File: config.mk
export PLATFORM = sky130hd
export DESIGN_NAME = lifo_stack
export DESIGN_NICKNAME = d
export VERILOG_FILES = /design/src/rtl/lifo_stack.sv
export SDC_FILE = /design/constraint.sdc
export NUM_CORES = 1
export LEC_CHECK = 0
export CAP_MARGIN = 20
export CORE_MARGIN = 4
export CORE_UTILIZATION = 29
export CTS_CLUSTER_DIAMETER = 50
export DETAILED_ROUTE_END_ITERATION = 6
export SYNTH_ARGS = -nofsm -noshare
export SYNTH_HDL_FRONTEND = slang
export SYNTH_SLANG_ARGS = --single-unit
File: constraint.sdc
create_clock -name clk -period 4.23 [get_ports clk]
set_clock_uncertainty 0.2 [all_clocks]
set_input_delay 1.0575 -clock clk [delete_from_list [all_inputs] [get_ports clk]]
set_output_delay 1.0575 -clock clk [all_outputs]
set_load 0.005 [all_outputs]
File: src/rtl/lifo_stack.sv
// Parametrised single-clock LIFO stack with occupancy count, threshold flags and push+pop replace.
// Optional sticky overflow/underflow flags are built when LIFO_STACK_ERR_EN is defined.
module lifo_stack #(
  parameter int WIDTH = 8,
  parameter int DEPTH = 64,
  parameter int AF_TH = DEPTH - 4,
  parameter int AE_TH = 4
) (
  input  logic                       clk,
  input  logic                       reset,
  input  logic                       push,
  input  logic                       pop,
  input  logic [WIDTH-1:0]           din,
  input  logic                       clr_err,
  output logic [WIDTH-1:0]           dout,
  output logic                       dout_valid,
  output logic [$clog2(DEPTH+1)-1:0] count,
  output logic                       full,
  output logic                       empty,
  output logic                       almost_full,
  output logic                       almost_empty,
  output logic                       overflow,
  output logic                       underflow
);

  localparam int CW = $clog2(DEPTH + 1);
  localparam int AW = (DEPTH > 1) ? $clog2(DEPTH) : 1;
  localparam logic [CW-1:0] DEPTH_C = CW'(DEPTH);
  localparam logic [CW-1:0] AF_C    = CW'(AF_TH);
  localparam logic [CW-1:0] AE_C    = CW'(AE_TH);

  logic [WIDTH-1:0] mem [DEPTH];
  logic [CW-1:0]    top;
  logic [AW-1:0]    top_idx;
  logic [AW-1:0]    wr_idx;
  logic             replace;
  logic             inc;
  logic             dec;
  logic             rd_ok;
  logic             wr_en;

  assign full         = (count == DEPTH_C);
  assign empty        = (count == '0);
  assign almost_full  = (count >= AF_C);
  assign almost_empty = (count <= AE_C);

  assign top     = count - CW'(1);
  assign top_idx = top[AW-1:0];

  // A pop on an empty stack never blocks the accompanying push.
  assign replace = push & pop & ~empty;
  assign inc     = push & ~full & (~pop | empty);
  assign dec     = pop & ~push & ~empty;
  assign rd_ok   = pop & ~empty;
  assign wr_en   = replace | inc;
  assign wr_idx  = replace ? top_idx : count[AW-1:0];

  always_ff @(posedge clk) begin
    if (wr_en) begin
      mem[wr_idx] <= din;
    end
  end

  always_ff @(posedge clk or posedge reset) begin
    if (reset) begin
      count      <= '0;
      dout       <= '0;
      dout_valid <= 1'b0;
    end else begin
      dout_valid <= rd_ok;
      if (rd_ok) begin
        dout <= mem[top_idx];
      end
      if (inc) begin
        count <= count + CW'(1);
      end else if (dec) begin
        count <= count - CW'(1);
      end
    end
  end

`ifdef LIFO_STACK_ERR_EN
  logic ov_evt;
  logic un_evt;

  assign ov_evt = push & ~pop & full;
  assign un_evt = pop & empty;

  // An error event in the same cycle as clr_err leaves the flag set.
  always_ff @(posedge clk or posedge reset) begin
    if (reset) begin
      overflow  <= 1'b0;
      underflow <= 1'b0;
    end else begin
      overflow  <= (overflow & ~clr_err) | ov_evt;
      underflow <= (underflow & ~clr_err) | un_evt;
    end
  end
`else
  // Flags are constant zero; clr_err is folded in only so the input stays connected.
  assign overflow  = 1'b0 & clr_err;
  assign underflow = 1'b0 & clr_err;
`endif

endmodule

==> impl_metrics.py, run 1 <==
metrics = {
    "run_status": {
        "status": "completed",
    },
    "global_route": {
        "grt_pass1_vias": 10922,
        "grt_usage": 0.125,
        "grt_pass1_wl_um": 72500,
        "grt_max_degree": 103,
        "antenna_found_initial": 2,
        "grt_overflow": 0,
    },
    "power_and_ir_drop": {
        "p_int_mw": 11.5,
        "combPwrFrac": 0.386,
        "pwr-share-clk": 0.261,
        "p_switching_mw": 5.85,
        "worst_ir_drop_vdd_uv": 438,
        "power.density_nw_per_um2": 695,
        "seqPwrFrac": 0.353,
        "swShare": 0.337,
        "power_leakage_nw": 7.90,
    },
    "synth": {
        "synth_top_family_by_area": "multiplexers",
        "synth-xor-area-share": 0.00847,
        "synth_top_area_share": 0.728,
        "yosysUniqueCellTypes": 58,
        "synth_edf_count": 512,
        "async_flop_share": 0.0303,
        "synthFlopType": "edfxtp_1",
        "synth.yosys.seq_area_share": 0.746,
        "ys_warn_count": 0,
        "synth_compound_area_frac": 0.0263,
        "synth_common_cells": "edfxtp_1 (512), mux4_2 (136), nor2_1 (113), nand2_1 (38), buf_2 (24)",
        "synthAdderAreaFrac": 0.00118,
        "synthTopCellsByArea": "edfxtp_1 (73%), mux4_2 (14%), nor2_1 (2.0%)",
        "synth.most_common_cell": "edfxtp_1",
        "syn_area_per_cell_um2": 19.8,
        "yosys.area_share.simple": 0.0465,
        "synth_mux_area_frac": 0.157,
        "netlist_instances": 1070,
        "synth_area_um2": 21100,
        "synth_top_area_cell": "edfxtp_1",
        "synth.ff_latch_count": 528,
    },
    "sta": {
        "min_period_ns": 4.13,
        "period_share": 0.976,
        "hold_viol": 0,
        "setup_tns_ns": 0,
        "setup_viol": 0,
        "fmax_ghz": 0.242,
        "maxSlewViolCount": 0,
        "rsz0062_at_grt": "no",
        "tightest_slew_ns": 1.03,
        "fin_ws_ns": 0.103,
        "holdWs_ns": 0.406,
        "slew_headroom": 0.316,
    },
    "routing": {
        "drc_errors": 0,
        "detail_route.wl_per_cell_um": 22.3,
        "drtAntennaViolNets": 0,
        "drtIter0Drc": 1181,
        "first_pass_iters": 5,
        "wirelength_um": 49200,
        "routed_via_density": 4.84,
        "vias": 10674,
    },
    "clock_tree": {
        "insertion_delay_ns": 0.61,
        "hold_buffers": 0,
        "cts_root_buf": "clkbuf_16",
        "cts_tree": "built",
        "h-tree-depth": 2,
        "cts_made_buffers": 57,
        "cts_buffer_depth": 3,
        "clkSinkCount": 528,
        "clk_pin_slew_worst_paths_ns": 0.06,
    },
    "setup_path": {
        "startpoint_type": "flop",
        "critPathKind": "reg2out",
        "crit_required_ns": 2.97,
        "cp-end-kind": "primary output",
        "crit_fanout": 12,
        "arrival_ns": 2.87,
    },
    "placed_design": {
        "numPortBuffers": 31,
        "dp_hpwl_um": 30400,
        "gp_congestion": 0.896,
        "post-place-ws_ns": 0.374,
        "dpl.cell_count": 2098,
    },
    "die": {
        "die_y_um": 278,
        "start_util": 0.294,
        "chipWidth_um": 278,
        "core_um2": 71900,
        "rows": 98,
        "dieArea_um2": 77300,
        "pin_count": 35,
    },
    "layout": {
        "drive_above_1_share": 0.295,
        "fin_nets": 1227,
        "synthToLayoutAreaGrowth_pct": 18.2,
        "nFillCells": 6755,
        "finalNonFillerCells": 2207,
    },
    "flow_run": {
        "timing.max_cap.violations": 0,
    },
    "min_path": {
        "hold_class": "reg2reg",
    },
}
## sequential cells by signal, summed over array words and instances (netlist names)
register / flops
mem: 512
dout: 8
count: 7
dout_valid: 1
## power by group through the flow
stage	sequential, mW	combinational (mW)	clock [mW]
6_report	6.14	6.70	4.53
5_1_grt	6.16	7.19	4.88
4_1_cts	6.13	6.75	4.64
3_5_place_dp	6.24	6.72	0
3_3_place_gp	6.23	6.69	0
2_1_floorplan	6.20	4.47	0
## per-layer routing
layer  share of wire  global-route usage  vias to the layer above  routed length (um)
met1            0.44               0.176                     5619               21700
met3           0.078              0.0332                       79                3850
met5         0.00039                   0                        -                  19
met2            0.45               0.188                      335               22300
li1                -                   -                     4639                   -
met4           0.027              0.0416                        2                1320
## layout by cell type, fill, tap and decap left out, types with 14 or more instances in the layout
master,n
o21ai_0,20
a22oi_1,14
nand2_1,38
nand3_1,21
buf_4,96
mux2_2,15
dfrtp_1,15
clkbuf_16,58
edfxtp_1,512
mux4_2,136
nor2_1,112
clkdlybuf4s50_1,23
## kinds of logic (layout without fill, tap and decap cells)
| logic type | after synthesis | after routing |
|---|---|---|
| multiplexers | 160 | 160 |
| AND/OR/NAND/NOR | 216 | 216 |
| adder cells (fa/ha/maj) | 2 | 2 |
| XOR/XNOR | 17 | 17 |
| flip-flops | 528 | 528 |
| AO/OA/AOI/OAI | 84 | 84 |
| buffers and inverters | 62 | 247 |
| other | 1 | 3 |
## path summary, 6_finish.rpt
check	from	cells after the start	slack, ns	end
worst max-delay path	count[0]$_DFFE_PP0P_	6	0.10	full
worst min-delay path	dout[4]$_DFFE_PP0P_	2	0.41	dout[4]$_DFFE_PP0P_
worst max register to register	count[0]$_DFFE_PP0P_	8	0.83	dout[4]$_DFFE_PP0P_
worst min register to register	dout[4]$_DFFE_PP0P_	2	0.41	dout[4]$_DFFE_PP0P_
max in group asynchronous	reset	2	2.39	count[0]$_DFFE_PP0P_
min in group asynchronous	reset	2	0.90	count[4]$_DFFE_PP0P_
## timing repair
item	in CTS	in global routing
resized for setup	4	1
buffers inserted	0	0
setup endpoints to repair	2	1
gates cloned	0	1
## worst max-delay path, stage by stage, from the launching register on
cell             delay, ns
dfrtp_4               0.52
inv_1                 0.13
ha_4                  0.28
nor3b_2               0.42
nand3_1               0.29
inv_1                 0.12
clkdlybuf4s50_1       0.50
## through the flow
stage / utilization / power [mW] / area [um^2]
detailed placement: 0.322 / 13.0 / 23100
CTS: 0.346 / 17.5 / 24900
finish: 0.348 / 17.4 / 25000
floorplan: - / 10.7 / 21100
global route: 0.348 / 18.2 / 25000
global placement: 0.322 / 12.9 / 23100
## final cells by class
| class | count | area, um^2 | share of cell area |
|---|---|---|---|
| sequential | 528 | 15800 | 0.632 |
| inverter | 9 | 33.8 | 0.00135 |
| tap | 950 | 1190 | 0.0476 |
| multi-input combinational | 481 | 5110 | 0.205 |
| timing repair buffer | 135 | 1150 | 0.0462 |
| clock inverter | 35 | 234 | 0.00937 |
| clock buffer | 68 | 1470 | 0.0588 |
| antenna | 1 | 2.50 | 0.000100 |
Note: power is estimated with default switching activity, not from simulation.
==> inputs of run 2 (changes only) <==
Settings changed: CTS_CLUSTER_DIAMETER 50 to default.
==> run 2 against run 1 <==
Effect of this change: via count decreased by 0.89%; critical path type unchanged; final area is 0.21% lower; highest routed layer unchanged; routed wire length is 0.79% lower; global-route usage down 0.079 points; register-to-register slack gained 0.06 ns; combinational power about the same; flip-flop and latch count did not move; hold slack better by 0.0045 ns; setup slack lost 0.0099 ns; sequential share of layout area increased by 0.13 points.
==> impl_metrics.py, run 2 (synthesis gave the netlist of run 1 again) <==
metrics = {
    "run_status": {
        "status": "completed",
    },
    "setup_path": {
        "cp-end-kind": "primary output",
        "arrival_ns": 2.88,
        "critPathKind": "reg2out",
        "critical_path.max_stage_delay_ns": 0.52,
        "cpMaxStageDelayCell": "dfrtp_4",
        "crit_fanout": 12,
        "crit_chain": "inv_1, ha_4, nor3b_2, nand3_1, inv_1, clkdlybuf4s50_1",
        "ff2ff_setup_slack_ns": 0.89,
        "crit_required_ns": 2.97,
        "startpoint_type": "flop",
        "crit_top_cell": "inv_1",
    },
    "clock_tree": {
        "cts_buffer_depth": 3,
        "clkSinkCount": 528,
        "clk_pin_slew_worst_paths_ns": 0.06,
        "cts_root_buf": "clkbuf_16",
        "cts_tree": "built",
        "h-tree-depth": 2,
        "insertion_delay_ns": 0.60,
        "cts_made_buffers": 53,
    },
    "die": {
        "pin_count": 35,
        "rows": 98,
        "die_y_um": 278,
        "start_util": 0.294,
        "dieArea_um2": 77300,
        "chipWidth_um": 278,
        "core_um2": 71900,
    },
    "layout": {
        "finalNonFillerCells": 2200,
        "top_register": "mem",
        "largestRegisters": "mem: 512 flops, dout: 8 flops, count: 7 flops",
        "largest_reg_flops": 512,
        "synthToLayoutAreaGrowth_pct": 17.9,
        "nFillCells": 6759,
        "fin_area_um2": 24900,
        "post-route-util": 0.347,
        "seqCellArea_um2": 15800,
        "multiInputGateArea_um2": 5110,
        "layout_common_cells": "edfxtp_1 (512), mux4_2 (136), nor2_1 (112)",
        "drive_above_1_share": 0.293,
        "final_common_cell": "edfxtp_1",
        "fin_nets": 1223,
    },
    "power_and_ir_drop": {
        "worst_ir_drop_vdd_uv": 434,
        "power.density_nw_per_um2": 692,
        "power_leakage_nw": 7.87,
        "total_power_mw": 17.3,
    },
    "global_route": {
        "grt_pass1_wl_um": 71900,
        "grt_max_degree": 103,
        "grt_pass1_vias": 10891,
        "grt_usage": 0.124,
        "grt_overflow": 0,
        "antenna_found_initial": 2,
    },
    "sta": {
        "maxSlewViolCount": 0,
        "setup_tns_ns": 0,
        "hold_viol": 0,
        "period_share": 0.978,
        "fin_ws_ns": 0.0928,
        "min_period_ns": 4.14,
        "fmax_ghz": 0.242,
        "slew_headroom": 0.313,
        "tightest_slew_ns": 1.03,
        "rsz0062_at_grt": "no",
        "setup_viol": 0,
        "holdWs_ns": 0.410,
    },
    "routing": {
        "vias": 10579,
        "wirelength_um": 48800,
        "drc_errors": 0,
        "detail_route.wl_per_cell_um": 22.2,
        "drtIter0Drc": 1061,
        "routed_via_density": 4.81,
        "drtAntennaViolNets": 0,
        "first_pass_iters": 5,
    },
    "flow_run": {
        "timing.max_cap.violations": 0,
    },
    "placed_design": {
        "post-place-ws_ns": 0.374,
        "dpl-instance-area_um2": 23100,
        "dp_hpwl_um": 30400,
        "dpl.cell_count": 2098,
        "numPortBuffers": 31,
        "gp_congestion": 0.896,
    },
    "min_path": {
        "hold_class": "reg2reg",
    },
}
[run 2: metal layers]
layer | track usage | part of all wire | vias to the layer above
li1 | - | - | 4635
met1 | 0.176 | 0.44 | 5554
met5 | 0 | 0.00027 | -
met2 | 0.188 | 0.46 | 311
met3 | 0.0325 | 0.079 | 77
met4 | 0.0363 | 0.026 | 2
[run 2: layout make-up]
class,instances,share of cell area
timing repair buffer,135,0.0466
inverter,9,0.00136
clock buffer,69,0.0581
tap,950,0.0477
multi-input combinational,481,0.205
clock inverter,27,0.00778
sequential,528,0.633
antenna,1,0.000100
[run 2: power breakdown]
group	total [mW]	switching, mW	internal (mW)
logic	6.70	3.75	2.95
clock network	4.42	1.89	2.52
registers	6.14	0.122	6.01
[run 2: path summary, 6_finish.rpt]
| check | to | cells after the start | start |
|---|---|---|---|
| worst min register to register | dout[4]$_DFFE_PP0P_ | 2 | dout[4]$_DFFE_PP0P_ |
| worst max-delay path | full | 6 | count[0]$_DFFE_PP0P_ |
| worst max register to register | mem[53][0]$_DFFE_PP_ | 9 | count[0]$_DFFE_PP0P_ |
| max in group asynchronous | count[0]$_DFFE_PP0P_ | 2 | reset |
| min in group asynchronous | count[4]$_DFFE_PP0P_ | 2 | reset |
| worst min-delay path | dout[4]$_DFFE_PP0P_ | 2 | dout[4]$_DFFE_PP0P_ |
[run 2: worst max-delay path, delay by kind of cell, from the launching register on]
kind                     cells  cell delay, ns
flip-flops                   1            0.52
buffers and inverters        3            0.75
adder cells (fa/ha/maj)      1            0.28
AND/OR/NAND/NOR              2            0.74
[run 2: timing repair]
action | in CTS | in global routing
hold buffers | 0 | 0
buffers inserted | 0 | 0
gates resized for setup | 4 | 1
endpoints found under the setup margin | 2 | 1
cloned | 0 | 1
==> inputs of run 3 (changes only) <==
Settings changed: CORE_ASPECT_RATIO from default to 1.25, CORE_MARGIN 4 to default.
==> run 3 against run 2 <==
Effect of this change: non-clock buffer count decreased by 3; hold slack improved by 0.031 ns; routed wire length shrank 2.0%; die area is 4.3% lower; clock-buffer cell count decreased by 9; register-to-register slack got worse by 0.08 ns; fmax increased by 1.7%; cell count fell by 0.50%; critical path depth is 1 lower; critical path type unchanged; critical endpoint is now empty.
==> impl_metrics.py, run 3 (synthesis gave the netlist of run 1 again) <==
metrics = {
    "placed_design": {
        "post-place-ws_ns": 0.415,
        "dpl-instance-area_um2": 23200,
        "dp_hpwl_um": 30400,
        "gp_congestion": 0.844,
        "numPortBuffers": 31,
    },
    "clock_tree": {
        "cts_tree": "built",
        "clkSinkCount": 528,
        "cts_setup_buffers": 0,
        "cts_resized": 0,
        "cts_buffer_depth": 3,
        "cts_made_buffers": 47,
        "insertion_delay_ns": 0.57,
        "h-tree-depth": 2,
        "cts_root_buf": "clkbuf_16",
        "clk_pin_slew_worst_paths_ns": 0.07,
        "hold_buffers": 0,
    },
    "power_and_ir_drop": {
        "worst_ir_drop_vdd_uv": 511,
        "pwr-share-clk": 0.262,
        "power.density_nw_per_um2": 693,
        "power_leakage_nw": 7.85,
        "seqPwrFrac": 0.357,
        "combPwrFrac": 0.381,
        "p_int_mw": 11.6,
        "p_switching_mw": 5.64,
        "total_power_mw": 17.2,
        "swShare": 0.328,
    },
    "sta": {
        "setup_viol": 0,
        "period_share": 0.962,
        "fmax_ghz": 0.246,
        "fin_ws_ns": 0.161,
        "slew_headroom": 0.375,
        "rsz0062_at_grt": "no",
        "hold_viol": 0,
        "setup_tns_ns": 0,
        "maxSlewViolCount": 0,
        "tightest_slew_ns": 0.938,
        "min_period_ns": 4.07,
    },
    "min_path": {
        "hold_class": "reg2reg",
    },
    "die": {
        "die_y_um": 304,
        "rows": 110,
        "start_util": 0.293,
        "pin_count": 35,
        "core_um2": 72100,
        "dieArea_um2": 74000,
        "chipWidth_um": 243,
    },
    "global_route": {
        "grt_overflow": 0,
        "grt_max_degree": 69,
        "grt_pass1_vias": 10734,
        "grt_usage": 0.130,
        "antenna_found_initial": 5,
        "grt_pass1_wl_um": 71300,
    },
    "setup_path": {
        "critical_path.max_stage_delay_ns": 0.56,
        "crit_required_ns": 2.97,
        "crit_chain": "inv_1, ha_4, or3b_2, nor2_1, clkdlybuf4s50_1",
        "startpoint_type": "flop",
        "cpMaxStageDelayCell": "or3b_2",
        "cp-end-kind": "primary output",
        "crit_fanout": 12,
        "critPathKind": "reg2out",
        "arrival_ns": 2.81,
    },
    "routing": {
        "drtIter0Drc": 776,
        "routed_via_density": 4.78,
        "vias": 10468,
        "first_pass_iters": 5,
        "drtAntennaViolNets": 0,
        "detail_route.wl_per_cell_um": 21.8,
        "wirelength_um": 47800,
        "drc_errors": 0,
    },
    "layout": {
        "largestRegisters": "mem: 512 flops, dout: 8 flops, count: 7 flops",
        "largest_reg_flops": 512,
        "final_common_cell": "edfxtp_1",
        "nFillCells": 6774,
        "top_register": "mem",
        "post-route-util": 0.345,
        "layout_common_cells": "edfxtp_1 (512), mux4_2 (136), nor2_1 (113)",
        "fin_nets": 1214,
        "diodes": 0,
        "drive_above_1_share": 0.292,
        "fin_area_um2": 24900,
        "synthToLayoutAreaGrowth_pct": 17.6,
    },
    "flow_run": {
        "timing.max_cap.violations": 0,
    },
    "run_status": {
        "status": "completed",
    },
}
## run 3: cell count changes in the layout (fill, tap and decap cells not counted), sizes merged
cell	before	now
diode	1	0
buf	111	109
clkinvlp	4	3
bufinv	2	7
clkinv	21	14
clkbuf	70	60
inv	9	12
## run 3: cell type report
cell class              count  area [um^2]  share of cell area
clock inverters            27          332              0.0133
multi-input cells         481         5100               0.205
flip-flops and latches    528        15800               0.635
repair buffers            132         1110              0.0447
clock buffers              60         1310              0.0526
well taps                 952         1190              0.0479
inverters                   9         33.8             0.00136
## run 3: critical path: cells and delay by family, from the launching register on
| kind | cells | cell delay [ns] |
|---|---|---|
| buffers and inverters | 2 | 0.67 |
| adders and majority gates | 1 | 0.27 |
| and+or+nand+nor | 2 | 0.77 |
| DFF | 1 | 0.53 |
## run 3: power by group through the flow
stage	combinational, mW	sequential [mW]	clock (mW)
after floorplan	4.47	6.20	0
after global placement	6.58	6.28	0
after detailed placement	6.60	6.30	0
after CTS	6.63	6.18	4.60
after global routing	7.00	6.17	4.77
final	6.56	6.15	4.50
## run 3: stage by stage
| step | cells | hold slack (ns) |
|---|---|---|
| after floorplan | 1071 | 0.327 |
| after global placement | 2097 | 0.410 |
| after detailed placement | 2098 | 0.414 |
| after CTS | 2185 | 0.429 |
| after global routing | 2189 | 0.477 |
| final | 2189 | 0.442 |
## run 3: final timing paths
path	from	endpoint	slack, ns	depth (start not counted)
hold reg to reg	dout[6]$_DFFE_PP0P_	dout[6]$_DFFE_PP0P_	0.44	2
max in group asynchronous	reset	count[0]$_DFFE_PP0P_	2.56	2
setup / recovery	count[0]$_DFFE_PP0P_	empty	0.16	5
setup reg to reg	count[0]$_DFFE_PP0P_	mem[31][2]$_DFFE_PP_	0.81	9
min in group asynchronous	reset	count[0]$_DFFE_PP0P_	0.73	2
hold / removal	dout[6]$_DFFE_PP0P_	dout[6]$_DFFE_PP0P_	0.44	2
## run 3: routing by layer
| layer | vias up | part of all wire | GRT usage | wire (um) |
|---|---|---|---|---|
| li1 | 4601 | - | - | - |
| met1 | 5473 | 0.41 | 0.166 | 19400 |
| met2 | 298 | 0.50 | 0.221 | 24100 |
| met3 | 88 | 0.055 | 0.0208 | 2620 |
| met4 | 8 | 0.034 | 0.0481 | 1630 |
| met5 | - | 0.00096 | 0 | 46 |
